## config.mk

```make
export PLATFORM = sky130hd
export DESIGN_NAME = nibble_serial_adder_flat
export DESIGN_NICKNAME = d
export VERILOG_FILES = /design/src/rtl/nibble_serial_adder_if.sv /design/src/rtl/nibble_serial_adder.sv /design/src/flat_wrapper.sv
export SDC_FILE = /design/constraint.sdc
export NUM_CORES = 1
export LEC_CHECK = 0
export BUFFER_PORTS_ARGS = -buffer_cell sky130_fd_sc_hd__buf_2
export CAP_MARGIN = 20
export CORE_MARGIN = 4
export CORE_UTILIZATION = 50
export CTS_CLUSTER_SIZE = 16
export DETAILED_ROUTE_END_ITERATION = 6
export GPL_TIMING_DRIVEN = 0
export PLACE_DENSITY = 0.76
export SYNTH_ARGS = -nofsm -noshare
export SYNTH_HDL_FRONTEND = slang
export SYNTH_SLANG_ARGS = --single-unit
```

## constraint.sdc

```tcl
create_clock -name clk -period 2.34 [get_ports clk]
set_input_delay 0.351 -clock clk [delete_from_list [all_inputs] [get_ports clk]]
set_output_delay 0.351 -clock clk [all_outputs]
set_load 0.02 [all_outputs]
```

## src/rtl/nibble_serial_adder_if.sv

```systemverilog
// nibble_serial_adder_if
//   Handshake bundle for nibble_serial_adder.
//   Upstream side : in_valid, in_ready, a, b, sub
//   Downstream side: out_valid, out_ready, sum, cout, overflow
//   master modport is the producer/consumer environment; slave is the adder.
interface nibble_serial_adder_if #(
   parameter int unsigned WIDTH = 16
);
   logic             in_valid;
   logic             in_ready;
   logic [WIDTH-1:0] a;
   logic [WIDTH-1:0] b;
   logic             sub;
   logic             out_valid;
   logic             out_ready;
   logic [WIDTH-1:0] sum;
   logic             cout;
   logic             overflow;

   modport master (
      output in_valid, a, b, sub, out_ready,
      input  in_ready, out_valid, sum, cout, overflow
   );

   modport slave (
      input  in_valid, a, b, sub, out_ready,
      output in_ready, out_valid, sum, cout, overflow
   );
endinterface

```

## src/rtl/nibble_serial_adder.sv

```systemverilog
// nibble_serial_adder
//   Multi-cycle WIDTH-bit adder/subtractor. Operands are captured on an
//   input handshake, then one nibble (LSB first) is added per clock through a
//   4-bit carry-lookahead slice, with the carry registered between nibbles.
//   The result is offered on an output handshake and held until taken.
// Ports:
//   clk   - rising-edge clock
//   rst_n - asynchronous active-low reset
//   bus   - nibble_serial_adder_if.slave:
//           in_valid/in_ready/a/b/sub   operand handshake (sub=1 -> a-b)
//           out_valid/out_ready/sum/cout/overflow  result handshake
//           cout: carry out of MSB (subtract: 1 = no borrow)
//           overflow: signed overflow
module nibble_serial_adder #(
   parameter int unsigned WIDTH = 16
) (
   input  logic                 clk,
   input  logic                 rst_n,
   nibble_serial_adder_if.slave bus
);

   localparam int unsigned NIB  = WIDTH / 4;
   localparam int unsigned IDXW = (NIB > 1) ? $clog2(NIB) : 1;

   typedef enum logic [1:0] {
      IDLE,
      RUN,
      DONE
   } state_t;

   state_t           state_q, state_d;
   logic [IDXW-1:0]  idx_q, idx_d;
   logic [WIDTH-1:0] a_q, a_d;
   logic [WIDTH-1:0] b_q, b_d;
   logic [WIDTH-1:0] sum_q, sum_d;
   logic             carry_q, carry_d;
   logic             cout_q, cout_d;
   logic             ovf_q, ovf_d;

   logic [3:0]       nib_a, nib_b, nib_g, nib_p, nib_s;
   logic [4:0]       nib_c;

   // Current nibble operands, selected by idx_q.
   always_comb begin
      nib_a = '0;
      nib_b = '0;
      for (int unsigned n = 0; n < NIB; n++) begin
         if (idx_q == IDXW'(n)) begin
            nib_a = a_q[4*n +: 4];
            nib_b = b_q[4*n +: 4];
         end
      end
   end

   // 4-bit carry-lookahead slice; nib_c[3] is the carry into the slice MSB,
   // which on the last nibble is the carry into bit WIDTH-1.
   always_comb begin
      nib_g    = nib_a & nib_b;
      nib_p    = nib_a ^ nib_b;
      nib_c[0] = carry_q;
      nib_c[1] = nib_g[0] | (nib_p[0] & nib_c[0]);
      nib_c[2] = nib_g[1] | (nib_p[1] & nib_g[0])
               | (nib_p[1] & nib_p[0] & nib_c[0]);
      nib_c[3] = nib_g[2] | (nib_p[2] & nib_g[1])
               | (nib_p[2] & nib_p[1] & nib_g[0])
               | (nib_p[2] & nib_p[1] & nib_p[0] & nib_c[0]);
      nib_c[4] = nib_g[3] | (nib_p[3] & nib_g[2])
               | (nib_p[3] & nib_p[2] & nib_g[1])
               | (nib_p[3] & nib_p[2] & nib_p[1] & nib_g[0])
               | (nib_p[3] & nib_p[2] & nib_p[1] & nib_p[0] & nib_c[0]);
      nib_s    = nib_p ^ nib_c[3:0];
   end

   always_comb begin
      state_d = state_q;
      idx_d   = idx_q;
      a_d     = a_q;
      b_d     = b_q;
      sum_d   = sum_q;
      carry_d = carry_q;
      cout_d  = cout_q;
      ovf_d   = ovf_q;

      case (state_q)
         IDLE: begin
            if (bus.in_valid) begin
               // Subtraction as a + ~b + 1: invert b here, seed carry with 1.
               a_d     = bus.a;
               b_d     = bus.sub ? ~bus.b : bus.b;
               carry_d = bus.sub;
               idx_d   = '0;
               state_d = RUN;
            end
         end
         RUN: begin
            for (int unsigned n = 0; n < NIB; n++) begin
               if (idx_q == IDXW'(n)) begin
                  sum_d[4*n +: 4] = nib_s;
               end
            end
            carry_d = nib_c[4];
            if (idx_q == IDXW'(NIB - 1)) begin
               cout_d  = nib_c[4];
               ovf_d   = nib_c[3] ^ nib_c[4];
               state_d = DONE;
            end else begin
               idx_d = idx_q + IDXW'(1);
            end
         end
         DONE: begin
            if (bus.out_ready) begin
               state_d = IDLE;
            end
         end
         default: state_d = IDLE;
      endcase
   end

   always_ff @(posedge clk or negedge rst_n) begin
      if (!rst_n) begin
         state_q <= IDLE;
         idx_q   <= '0;
         a_q     <= '0;
         b_q     <= '0;
         sum_q   <= '0;
         carry_q <= 1'b0;
         cout_q  <= 1'b0;
         ovf_q   <= 1'b0;
      end else begin
         state_q <= state_d;
         idx_q   <= idx_d;
         a_q     <= a_d;
         b_q     <= b_d;
         sum_q   <= sum_d;
         carry_q <= carry_d;
         cout_q  <= cout_d;
         ovf_q   <= ovf_d;
      end
   end

   // in_ready is gated by rst_n so nothing is accepted while held in reset.
   assign bus.in_ready  = rst_n && (state_q == IDLE);
   assign bus.out_valid = (state_q == DONE);
   assign bus.sum       = sum_q;
   assign bus.cout      = cout_q;
   assign bus.overflow  = ovf_q;

endmodule
```

## src/flat_wrapper.sv

```systemverilog
// flat-port wrapper written by rule: the top's interface ports become plain ports
module nibble_serial_adder_flat 
#(
   parameter int unsigned WIDTH = 16
)
  (clk, rst_n, bus_in_valid, bus_a, bus_b, bus_sub, bus_out_ready, bus_in_ready, bus_out_valid, bus_sum, bus_cout, bus_overflow);
  nibble_serial_adder_if #(.WIDTH(WIDTH)) bus_i ();
  input  logic clk;
  input  logic rst_n;
  input wire logic [$bits(bus_i.in_valid)-1:0] bus_in_valid;
  input wire logic [$bits(bus_i.a)-1:0] bus_a;
  input wire logic [$bits(bus_i.b)-1:0] bus_b;
  input wire logic [$bits(bus_i.sub)-1:0] bus_sub;
  input wire logic [$bits(bus_i.out_ready)-1:0] bus_out_ready;
  output wire logic [$bits(bus_i.in_ready)-1:0] bus_in_ready;
  output wire logic [$bits(bus_i.out_valid)-1:0] bus_out_valid;
  output wire logic [$bits(bus_i.sum)-1:0] bus_sum;
  output wire logic [$bits(bus_i.cout)-1:0] bus_cout;
  output wire logic [$bits(bus_i.overflow)-1:0] bus_overflow;
  assign bus_i.in_valid = bus_in_valid;
  assign bus_i.a = bus_a;
  assign bus_i.b = bus_b;
  assign bus_i.sub = bus_sub;
  assign bus_i.out_ready = bus_out_ready;
  assign bus_in_ready = bus_i.in_ready;
  assign bus_out_valid = bus_i.out_valid;
  assign bus_sum = bus_i.sum;
  assign bus_cout = bus_i.cout;
  assign bus_overflow = bus_i.overflow;
  nibble_serial_adder #(.WIDTH(WIDTH)) u_core (.clk(clk), .rst_n(rst_n), .bus(bus_i));
endmodule
```

# --- Yosys cells after proc, flatten, opt, wreduce, memory -nomap -nowiden ---
# Cells that the tools add are included.
word_totals:
  ff_bits: 55
  latchBits: 0
  mem_bits_rw: 0
  rom_bits: 0
  input_bits: 37
  out_inout_bits: 20
  elab_cells: 82
  memories: 0
op_classes:
  n_addsub: 1
  mul: 0
  div_mod_pow: 0
  order_cmp: 0
  eq_ne: 9
  shifts: 0
  n_mux: 18
  bitwise_logic: 31
  n_reduce_logical: 12
op_table:
  columns: ["operator", "count"]
  rows:
  - ["$mux 4", 8]
  - ["$and 1x1->1", 16]
  - ["$mux 16", 1]
  - ["$not 16->16", 1]
  - ["$reduce_and 2->1", 6]
  - ["$mux 2", 5]
  - ["$or 1x1->1", 10]
  - ["$xor 4x4->4", 2]
  - ["$eq 2x2->1 const B", 3]
  - ["$ne 2x2->1 const B", 3]
  - ["$pmux 2 s3", 1]
  - ["$reduce_and 3->1", 2]
  - ["$and 4x4->4", 1]
  - ["$eq 2x1->1 const B", 2]
  - ["$logic_not 2->1", 2]
  - ["$pmux 2 s2", 1]
  - ["$add 2x1->2 const B", 1]
  - ["$ne 2x1->1 const B", 1]
  - ["$pmux 1 s2", 1]
  - ["$reduce_bool 2->1", 1]
  - ["$logic_and 1x1->1", 1]
  - ["$mux 1", 1]
  - ["$xor 1x1->1", 1]

# --- Depth between registers and ports, before layout ---
depth:
  depth_word: 12
  ltp_mapped: 12
  mapped_depth_nobuf: 9

# --- Least setup slack after synthesis ---
# No wires, ideal clock.
synth_path:
  path_type: "register -> register"
  startpoint: "reg u_core.idx_q[0]"
  endpoint: "reg u_core.sum_q[14], in the netlist u_core.bus.sum[14]"
  setup_time_ns: 0.096
  arrival_ns: 2.477
  required_time_ns: 2.244
  slack_ns: -0.233
  stages_incl_launch_ff: 11
  n_path_buf: 1
  synth_period_minus_slack_ns: 2.573
  cell_sequence: "dfrtp_1 -> inv_1 -> ha_1 -> nor2b_1 -> a221oi_1 -> o31ai_1 -> ha_1 -> o21ai_0 -> clkbuf_1 -> nor2_1 -> o31ai_1"
synth_via:
  elab_chain_len: 10
  elab_cells_between_ends: 21
  classes_between: "eq/ne (3); mux (8); bitwise (8); reduce/logical (2)"
synth_lines:
  columns: ["item", "line_no", "text"]
  rows:
  - ["start: declaration", "nibble_serial_adder.sv:32", "logic [IDXW-1:0] idx_q, idx_d;"]
  - ["start signal: assignment", "nibble_serial_adder.sv:131", "idx_q <= idx_d;"]
  - ["$logic_not 2->1", "nibble_serial_adder.sv:48", "if (idx_q == IDXW'(n)) begin"]
  - ["$mux 4 (4 in series)", "nibble_serial_adder.sv:48", null]
  - ["$xor 4x4->4 / $and 4x4->4 (equally long branches)", "nibble_serial_adder.sv:59, nibble_serial_adder.sv:58", null]
  - ["$and 1x1->1 (on tied branches)", "nibble_serial_adder.sv:62, nibble_serial_adder.sv:63", null]
  - ["$or 1x1->1 / $and 1x1->1 (equally long branches)", "nibble_serial_adder.sv:62, nibble_serial_adder.sv:63", null]
  - ["$or 1x1->1", "nibble_serial_adder.sv:63", "| (nib_p[1] & nib_p[0] & nib_c[0]);"]
  - ["$xor 4x4->4", "nibble_serial_adder.sv:71", "nib_s = nib_p ^ nib_c[3:0];"]
  - ["end signal: assignment", "nibble_serial_adder.sv:134", "sum_q <= sum_d;"]
  - ["end: declaration", "nibble_serial_adder.sv:35", "logic [WIDTH-1:0] sum_q, sum_d;"]
# Parallel ways exist; a longest one is shown, timed or not.
# A chain may end at the register's enable or synchronous reset.

# --- Worst setup path in the final report ---
layout_path:
  startpoint: "reg u_core.idx_q[1]"
  endpoint: "reg u_core.sum_q[14], in the netlist u_core.bus.sum[14]"
# Same word-level chain as after synthesis.

==> summary by stage <==
Clock network
The number of buffers on the longest clock path is 2. The clock latency of the later-clocked register in the worst-skew pair is 0.32 ns. TritonCTS created 5 clock buffers. The clock tree root buffer cell is sky130_fd_sc_hd__clkbuf_8. The number of levels the H-tree was split into is 2. The count of clock tree sinks is 55.

Clock-pin slew was measured on the worst setup and hold paths at 0.10 ns. The hold buffer count at CTS is 0. The CTS tree is built.

Setup path
At the worst endpoint, the arrival time is 2.70 ns. The highest net fanout along the worst path is 7. The kind of critical path is reg -> reg. The worst-case register-to-register setup slack is -0.16 ns.

STA classifies the critical path endpoint as a flop. The data required time of the critical path is 2.54 ns. The critical path launch point is u_core.idx_q[1]$_DFFE_PN0P_. Counting cells, the worst reg-to-reg path comes to 11. STA classifies the critical path startpoint as a flop. Following the worst setup path forward leads to its endpoint at u_core.bus.sum[14]$_DFFE_PN0P_.

The worst flop-to-flop path endpoint is u_core.bus.sum[14]$_DFFE_PN0P_. The launching point of the worst reg2reg path is u_core.idx_q[1]$_DFFE_PN0P_.

Placement
The detailed placement HPWL is 4670 um. Summing all placed instances gives a cell area of about 0.0033 mm2. The count of placed standard cells including taps is 398. The count of input and output buffers is 55. The worst setup slack after placement is -0.509 ns. Routability-driven placement finished with a final weighted congestion of around 0.80.

Yosys
Yosys attributes the largest share of cell area to sky130_fd_sc_hd__dfrtp_1, sky130_fd_sc_hd__mux2_2, sky130_fd_sc_hd__xnor2_1. The flip-flop and latch count after synthesis is 55. Synthesis handed over a netlist of 270 instances. Counting instances in the post-synthesis netlist gives the leading cell types as sky130_fd_sc_hd__dfrtp_1, sky130_fd_sc_hd__a21oi_1, sky130_fd_sc_hd__nand2_1, sky130_fd_sc_hd__nor2_1, sky130_fd_sc_hd__mux2_2. Of the post-synthesis cell area, the dominant cell type holds 0.480. The most common cell in the synthesized netlist is sky130_fd_sc_hd__dfrtp_1. The number of nets handed over by synthesis was 316.

In this run the cell area of the synthesized design comes to approximately 0.0029 mm2. The sequential element share of the synthesized area is 0.480. The netlist uses 40 different library cells. For this run, the leading register cell type out of synthesis is sky130_fd_sc_hd__dfrtp_1. The average instance area after synthesis is 10.6 um2. Yosys mapped a number of flops with a built-in enable equal to 0. In the synthesized netlist the async set-or-reset flop fraction comes to 1.00. The cell taking the most area after synthesis is sky130_fd_sc_hd__dfrtp_1.

The number of warnings issued by yosys is 0.

Worst hold path
The tightest min-delay check is of the in -> async type.

Global route
The total routing usage reported by global routing is 0.221. Summed over all layers, the global routing overflow is 0. The initial antenna violation count came to 0.

The via count of the first global-routing pass came to between 2000 and 3000. The global-route wire length before repair is between 10000 and 15000 um. Entering global routing, the biggest net connects 33 pins.

STA
The count of final setup violators is 11. The worst pin sits at a relative slew slack of 0.626. The transition time at the pin with the least slew margin is between 0.5 and 0.6 ns. The final cycle utilization of the critical path is 1.07. The count of final hold-check violations came to 0. The smallest setup slack after layout is -0.160 ns. Setup repair after global routing could not meet its margin everywhere. Counting I/O delays and the setup requirement, the final critical path takes between 2 and 3 ns. The aggregate negative setup slack is -1.27 ns. The total count of max-transition violations in the final report is 0.

The clock skew is 0.00537 ns. The upper clock frequency limit is about 400 MHz.

Routing
The count of antenna-violating nets left after detailed routing is 0. The iteration count of the initial detailed-routing pass is 4. For this run, design rule violations remaining after detail routing come to 0. The per-cell routed wire length is approximately 18 um. The iteration-0 DRC count of the detailed router is 118. The total detailed-routing wirelength is 7850 um. The final route contains 2423 vias.

Using the TritonRoute via totals, the vias-per-cell ratio works out to 5.56.

Floorplanning
The number of top-level pins is 57. For this configuration, the core starts out at a cell density of 0.517. The standard-cell row count is 27.

The overall die width is 83.7 um. The die covers 0.00701 mm2. The core region is 0.00554 mm2.

From bottom edge to top edge, the die measures 83.7 um.

Finish
The final antenna diode count is 0. The count of non-filler cells in the finished layout is 436. The fraction of layout cells with a size suffix above 1 is 0.478. The final layout net count is between 400 and 500. The final instance area is 0.00404 mm2. From synthesis to final layout, the design area changed by 40.9%. The number of fillers in the final layout is 377.

Status
The checks that failed: setup timing. The flow ran to the end, but the final reports show violations.

Run
Max-cap violations in this run came to 0.
metal layers:
layer | wire length [um] | GRT usage | up-vias
li1 | - | - | 1141
met1 | 3300 | 0.267 | 1206
met2 | 3970 | 0.377 | 64
met3 | 383 | 0.0503 | 12
met4 | 196 | 0.0936 | 0
met5 | 0 | 0 | -
through the flow:
step,util,hold slack [ns]
2_1_floorplan,-,0.0554
5_1_grt,0.729,0.0523
3_3_place_gp,0.591,0.454
6_report,0.729,0.00921
3_5_place_dp,0.595,0.372
4_1_cts,0.710,0.0369
worst min path at each step:
| stage | end | slack, ns |
|---|---|---|
| after floorplan | u_core.a_q[0]$_DFFE_PN0P_ | 0.06 |
| after global placement | u_core.bus.sum[2]$_DFFE_PN0P_ | 0.45 |
| after detailed placement | u_core.bus.sum[13]$_DFFE_PN0P_ | 0.37 |
| after CTS | u_core.bus.sum[13]$_DFFE_PN0P_ | 0.04 |
| after global routing | u_core.bus.sum[1]$_DFFE_PN0P_ | 0.05 |
| final | u_core.bus.sum[1]$_DFFE_PN0P_ | 0.009 |
layout by cell type (no fill, tap or decap), types with 2 or more instances in the layout:
master,Yosys,layout
sky130_fd_sc_hd__clkbuf_8,0,8
sky130_fd_sc_hd__or4_1,4,4
sky130_fd_sc_hd__inv_1,7,5
sky130_fd_sc_hd__buf_6,0,7
sky130_fd_sc_hd__nor3b_1,2,2
sky130_fd_sc_hd__o21ai_0,10,3
sky130_fd_sc_hd__o31ai_2,0,5
sky130_fd_sc_hd__o31ai_4,0,5
sky130_fd_sc_hd__o2111ai_2,0,2
sky130_fd_sc_hd__clkinvlp_4,0,2
sky130_fd_sc_hd__ha_4,0,6
sky130_fd_sc_hd__nor2_1,21,20
sky130_fd_sc_hd__mux2_2,19,19
sky130_fd_sc_hd__buf_2,8,62
sky130_fd_sc_hd__nand3b_4,2,2
sky130_fd_sc_hd__a221oi_4,0,5
sky130_fd_sc_hd__dfrtp_1,55,54
sky130_fd_sc_hd__xnor2_1,16,15
sky130_fd_sc_hd__ha_2,0,2
sky130_fd_sc_hd__o2111ai_1,4,2
sky130_fd_sc_hd__nor2b_1,11,8
sky130_fd_sc_hd__buf_4,2,27
sky130_fd_sc_hd__mux2i_1,6,6
sky130_fd_sc_hd__nand3_1,4,4
sky130_fd_sc_hd__clkbuf_1,7,2
sky130_fd_sc_hd__a21oi_1,22,19
sky130_fd_sc_hd__nand2_1,21,21
sky130_fd_sc_hd__nand3b_1,3,3
sky130_fd_sc_hd__nor2b_4,0,2
sky130_fd_sc_hd__o21ai_1,0,6
sky130_fd_sc_hd__a21oi_2,0,2
sky130_fd_sc_hd__clkbuf_16,0,2
sky130_fd_sc_hd__a22o_1,5,5
worst max-delay path: stages (launching register included):
cell	delay, ns
sky130_fd_sc_hd__dfrtp_1	0.42
sky130_fd_sc_hd__buf_6	0.13
sky130_fd_sc_hd__ha_4	0.18
sky130_fd_sc_hd__clkbuf_16	0.16
sky130_fd_sc_hd__a21oi_2	0.11
sky130_fd_sc_hd__o21ai_1	0.07
sky130_fd_sc_hd__a22o_1	0.26
sky130_fd_sc_hd__ha_4	0.27
sky130_fd_sc_hd__a211oi_4	0.31
sky130_fd_sc_hd__buf_6	0.19
sky130_fd_sc_hd__o21ba_4	0.20
sky130_fd_sc_hd__o31ai_2	0.09
sequential cells by signal, indices dropped and copies added, names as in the netlist:
| register | flops |
|---|---|
| u_core.a_q | 16 |
| u_core.idx_q | 2 |
| u_core.bus.sum | 16 |
| u_core.bus.cout | 1 |
| u_core.state_q | 2 |
| u_core.b_q | 16 |
| u_core.bus.overflow | 1 |
| u_core.carry_q | 1 |
layout make-up:
cell class / count / area (um2) / share of cell area
clock inverter: 3 / 20.0 / 0.00496
buffer: 15 / 136 / 0.0338
sequential: 55 / 1380 / 0.341
clock buffer: 5 / 68.8 / 0.0170
tap: 72 / 90.1 / 0.0223
inverter: 7 / 28.8 / 0.00712
timing repair buffer: 89 / 574 / 0.142
multi-input combinational: 190 / 1740 / 0.432
cell families after synthesis:
| kind of cell | synth area share |
|---|---|
| fa+ha+maj | 0.0419 |
| compound gates | 0.147 |
| flops | 0.480 |
| mux | 0.0956 |
| xor+xnor | 0.0519 |
| simple gates | 0.144 |
| buf+inv | 0.0388 |
what timing repair did:
action                                 4_1_cts  5_1_grt
resized for setup                           60       19
pin swaps                                   28       21
buffers inserted                            25        5
cloned                                       3        0
setup endpoints to repair                   18       18
endpoints found under the hold margin        0        0
Power is left out: the tool's default activity adds up to more than one toggle a clock period on the data nets, which glitch-free logic cannot reach.
